==> src/rtl/ex_commit_ctrl_pkg.sv <==
// rtl/ex_commit_ctrl_pkg.sv - shared encodings for the exception/ertn commit sequencer
package ex_commit_ctrl_pkg;

    typedef enum logic [1:0] {
        S_IDLE     = 2'd0,
        S_COMMIT   = 2'd1,
        S_FLUSH    = 2'd2,
        S_REDIRECT = 2'd3
    } cc_state_e;

    localparam logic [5:0] ECODE_INT  = 6'h00;
    localparam int         REDIRECT_W = 32;

    // IF fetches word-aligned, so the low two bits of any target are dropped.
    function automatic logic [REDIRECT_W-1:0] align_pc(input logic [REDIRECT_W-1:0] pc);
        return {pc[REDIRECT_W-1:2], 2'b00};
    endfunction

endpackage

==> src/rtl/ex_commit_ctrl.sv <==
// rtl/ex_commit_ctrl.sv - commits one interrupt/exception/ertn, flushes, then redirects IF
module ex_commit_ctrl
    import ex_commit_ctrl_pkg::*;
#(
    parameter int FLUSH_CYCLES = 2,
    parameter int CNT_W        = 32
) (
    input  logic                  clk,
    input  logic                  reset,
    input  logic                  ws_valid,
    input  logic                  ws_ex,
    input  logic [5:0]            ws_ecode,
    input  logic [8:0]            ws_esubcode,
    input  logic                  ws_ertn,
    input  logic [31:0]           ws_pc,
    input  logic                  has_int,
    input  logic [31:0]           csr_eentry,
    input  logic [31:0]           csr_era,
    input  logic                  fs_redirect_ready,
    output logic                  busy,
    output logic                  flush_pipe,
    output logic                  csr_ex_commit,
    output logic                  csr_ertn_commit,
    output logic [5:0]            csr_ecode,
    output logic [8:0]            csr_esubcode,
    output logic [31:0]           csr_epc,
    output logic                  redirect_valid,
    output logic [31:0]           redirect_pc,
    output logic [CNT_W-1:0]      ev_count
);

    localparam int TMR_W = $clog2(FLUSH_CYCLES + 1);

    cc_state_e          state_q, state_d;
    logic [TMR_W-1:0]   timer_q, timer_d;
    logic               is_ex_q;
    logic [5:0]         ecode_q;
    logic [8:0]         esub_q;
    logic [31:0]        epc_q;
    logic [31:0]        target_q;
    logic [CNT_W-1:0]   cnt_q;
    logic               ev;
    logic               take_ex;

    // Younger events are ignored outside IDLE: they are being flushed anyway.
    assign ev      = ws_valid & (has_int | ws_ex | ws_ertn) & (state_q == S_IDLE);
    assign take_ex = has_int | ws_ex;

    always_comb begin
        state_d = state_q;
        timer_d = timer_q;
        case (state_q)
            S_IDLE: begin
                if (ev) state_d = S_COMMIT;
            end
            S_COMMIT: begin
                // The commit cycle itself is the first flush cycle.
                timer_d = TMR_W'(FLUSH_CYCLES - 1);
                state_d = (FLUSH_CYCLES == 1) ? S_REDIRECT : S_FLUSH;
            end
            S_FLUSH: begin
                timer_d = timer_q - TMR_W'(1);
                if (timer_q <= TMR_W'(1)) state_d = S_REDIRECT;
            end
            S_REDIRECT: begin
                if (fs_redirect_ready) state_d = S_IDLE;
            end
            default: state_d = S_IDLE;
        endcase
    end

    always_comb begin
        busy            = (state_q != S_IDLE) | ev;
        flush_pipe      = (state_q != S_IDLE);
        csr_ex_commit   = (state_q == S_COMMIT) & is_ex_q;
        csr_ertn_commit = (state_q == S_COMMIT) & ~is_ex_q;
        redirect_valid  = (state_q == S_REDIRECT);
    end

    always_ff @(posedge clk) begin
        if (reset) begin
            state_q  <= S_IDLE;
            timer_q  <= '0;
            is_ex_q  <= 1'b0;
            ecode_q  <= '0;
            esub_q   <= '0;
            epc_q    <= '0;
            target_q <= '0;
            cnt_q    <= '0;
        end else begin
            state_q <= state_d;
            timer_q <= timer_d;
            if (ev) begin
                is_ex_q  <= take_ex;
                ecode_q  <= has_int ? ECODE_INT : ws_ecode;
                esub_q   <= has_int ? 9'd0 : ws_esubcode;
                epc_q    <= ws_pc;
                target_q <= take_ex ? csr_eentry : csr_era;
            end
            if (state_q == S_COMMIT) cnt_q <= cnt_q + CNT_W'(1);
        end
    end

    assign csr_ecode    = ecode_q;
    assign csr_esubcode = esub_q;
    assign csr_epc      = epc_q;
    assign redirect_pc  = align_pc(target_q);
    assign ev_count     = cnt_q;

endmodule

==> config.mk <==
export PLATFORM = sky130hd
export DESIGN_NAME = ex_commit_ctrl
export DESIGN_NICKNAME = d
export VERILOG_FILES = /design/src/rtl/ex_commit_ctrl_pkg.sv /design/src/rtl/ex_commit_ctrl.sv
export SDC_FILE = /design/constraint.sdc
export NUM_CORES = 1
export LEC_CHECK = 0
export CORE_ASPECT_RATIO = 1.75
export CORE_MARGIN = 10
export CORE_UTILIZATION = 35
export CTS_BUF_LIST = sky130_fd_sc_hd__clkbuf_8
export DETAILED_ROUTE_END_ITERATION = 6
export DONT_BUFFER_PORTS = 1
export GPL_ROUTABILITY_DRIVEN = 0
export SKIP_CTS_REPAIR_TIMING = 1
export SYNTH_ARGS = -nofsm -noshare
export SYNTH_HDL_FRONTEND = slang
export SYNTH_SLANG_ARGS = --single-unit
==> constraint.sdc <==
create_clock -name clk -period 5.7 [get_ports clk]
set_input_delay 0.855 -clock clk [delete_from_list [all_inputs] [get_ports clk]]
set_output_delay 0.855 -clock clk [all_outputs]
set_load 0.05 [all_outputs]
==> impl_results.md <==
- Status: finished, final reports clean
- Busiest grt layer: met2
- Detailed placement HPWL: 11190 um
- Req. time, crit path: 4.85 ns
- Max FO, Critical Path: 9
- Yosys reg bits: 114
- Avg WL per Cell: 20.35 um
- ANT cells: 0
- Htree depth: 4
- Worst-margin pin slew: 1.257 ns
- Leakage power: 1.679 nW
- TNS Setup: 0 ns
- Row cnt: 57
- Synthesized cell area: 4880 sq um
- Clk pwr share: 29.1%
- Area contributors post-synth: dfxtp_1 47%, nand2_1 9.4%, a21oi_1 6.8%, a311oi_1 5.4%, nor2_1 3.8%
- Total power: 2.634 mW
- Worst Skew: 0.01327 ns
- Routed Antenna Nets: 0
- RSZ-0062 raised after global routing: no
- Syn_area_per_cell: 8.146 sq um
- First DRT Iteration DRCs: 108
- Critical-path cell list: inv_1 -> ha_1 -> nor2b_1
- Initial Util: 35.45%
- Sw Ratio: 43.03%
- Worst-Skew Late Latency: 0.41 ns
- Vias/cell: 5.652
- Clock slew at reported path FFs: 0.07 ns
- Die Span X: 109.3 um
- Number of flops mapped to enable cells by yosys: 0
- Total Routing Usage GR: 15.31%
- Met3 Resource Use GR: 7.886%
- Critical path arrival: 2.08 ns
- Root Buffer: clkbuf_8
- Slowest cell delay on critical path: 0.84 ns
- Die area: 19250 sq um
- Fill count: 1393
- Logic pwr share: 17.9%
- Mapped Cells: 599
- Final min period: 2.935 ns
- Ys flop type: dfxtp_1
- Max Cap Violations: 0
- First-pass GRT wire length: 23420 um
- Switching power: 1.133 mW
- Slew margin rel.: 16.14%
- Share of cells above drive strength 1: 7.560%
- Critical-path top delay cell: nor2b_1
- CTS max path bufs: 2
- Syn. warnings: 0
- Port Buffers: 0
- Die H: 176.2 um
- Register area share after synthesis: 46.77%
- CP startpoint kind: register
- Ports: 234
- Seq pwr share: 53.0%
- Final Hold Fails: 0
- Worst VDD drop: 0.3106 mV
- Residual DRC: 0
- Num CTS Buffers: 17
- Grt met1 use: 14.24%
- Final nets: 696
- HP Class: reg2reg
- Routed WL: 15440 um
- Peak Freq: 340.7 MHz
- CTS sink count: 114
- Met2 Resource Use GR: 27.21%
- Post-synth top area share: 46.77%
- Core Region: 13760 sq um
- Yosys cell types: 41
- Largest net degree at the start of global routing: 116
- Via count: 4290
- Commonest cells post-synth: 122 x nand2_1, 114 x dfxtp_1, 66 x a21oi_1
- Number of setup violations in the final report: 0
- Grt ovf: 0
- Vias in the first global route: 4484
- Critical path type: reg2out
- WP buf/inv: 1
- Pins over their slew limit: 0
- Dominant cell type by area after synthesis: dfxtp_1
- Initial antenna violation count: 0
- FFs w/ async S/R, synth: 0%
- Pre-antenna DRT Iters: 4
- Final worst path period share: 51.50%
- CTS tree: done
- Cell Int Power: 1.501 mW
- Top delay family on crit path: simple AND/OR/NAND/NOR gates
- Crit end category: primary output
- WHS: 0.5024 ns
- Count leader, synth: nand2_1
- Post-synthesis to final-layout area growth: 9.128%
- Pwr Density: 494.7 nW/um^2
-- power groups by stage --
stage	Clock [mW]	Sequential (mW)	Combinational [mW]
3_5_place_dp	0	1.42	0.478
2_1_floorplan	0	1.37	0.416
5_1_grt	0.827	1.41	0.538
3_3_place_gp	0	1.42	0.455
6_report	0.767	1.40	0.471
4_1_cts	0.789	1.40	0.478
-- flip-flops by register name, indices dropped and copies added (netlist names) --
name,cells
csr_ecode,6
csr_epc,32
csr_esubcode,9
ev_count,32
is_ex_q,1
state_q,2
target_q,30
timer_q,2
-- worst paths after layout --
path | startpoint | to | slack (ns) | depth (start not counted)
setup / recovery | state_q[1] | csr_ertn_commit | 2.76 | 3
hold / removal | timer_q[1] | timer_q[1] | 0.50 | 2
setup reg to reg | ev_count[3] | ev_count[31] | 3.18 | 4
hold reg to reg | timer_q[1] | timer_q[1] | 0.50 | 2
-- metrics by stage --
| step | util, % | worst slack (ns) | instances | cell area (sq um) |
|---|---|---|---|---|
| final | 38.69 | 2.765 | 759 | 5325 |
| after global routing | 38.69 | 2.633 | 759 | 5325 |
| after CTS | 38.69 | 2.710 | 759 | 5325 |
| after detailed placement | 35.81 | 3.179 | 729 | 4930 |
| after global placement | 35.81 | 3.149 | 729 | 4930 |
| after floorplan | - | 3.382 | 600 | 4883 |
-- worst min-delay path: stages (launching register included) --
cell	delay, ns
dfxtp_1	0.33
nand2b_1	0.08
a21oi_1	0.06
-- cell usage in the layout, fill, tap and decap left out, types with 4 or more instances in the layout --
master,Yosys,final
or4_1,14,14
a311oi_1,30,30
nand4_1,14,14
dfxtp_1,114,114
nor4_1,5,5
or3_1,4,4
xnor2_1,9,9
nand2_1,122,122
nor2_1,50,49
nand3b_1,15,15
nor3_1,4,4
a21oi_1,66,66
o31ai_1,13,13
o21ai_0,34,34
nand3_1,7,7
inv_1,8,8
clkbuf_8,0,21
or2_2,4,4
ha_1,7,7
-- layer usage --
metal / up-vias / routed length, um
met3: 18 / 1827
met5: - / 0
met2: 185 / 8062
met1: 2030 / 5239
met4: 0 / 313
li1: 2057 / -
-- final cells by class --
| class | count | area [sq um] | area share (%) |
|---|---|---|---|
| clock buffer | 21 | 289.0 | 5.428 |
| sequential | 114 | 2282 | 42.86 |
| multi-input combinational | 429 | 2389 | 44.85 |
| clock inverter | 9 | 106.4 | 1.997 |
| inverter | 8 | 30.03 | 0.5639 |
| tap | 177 | 221.5 | 4.159 |
| timing repair buffer | 1 | 7.507 | 0.1410 |
-- kinds of logic (layout without fill, tap and decap cells) --
kind of cell               count (synthesis)  after routing  synth area share, %
muxes                                      3              3               0.6410
other                                      1              2              0.07685
and+or+nand+nor                          254            254                24.69
xor gates and xnor gates                  12             12                2.154
DFF                                      114            114                46.77
adders and majority gates                  7              7                1.795
buffers and inverters                     57             39                4.795
AOI/OAI and AO/OA                        151            151                19.08
Note: power is estimated with default switching activity, not from simulation.
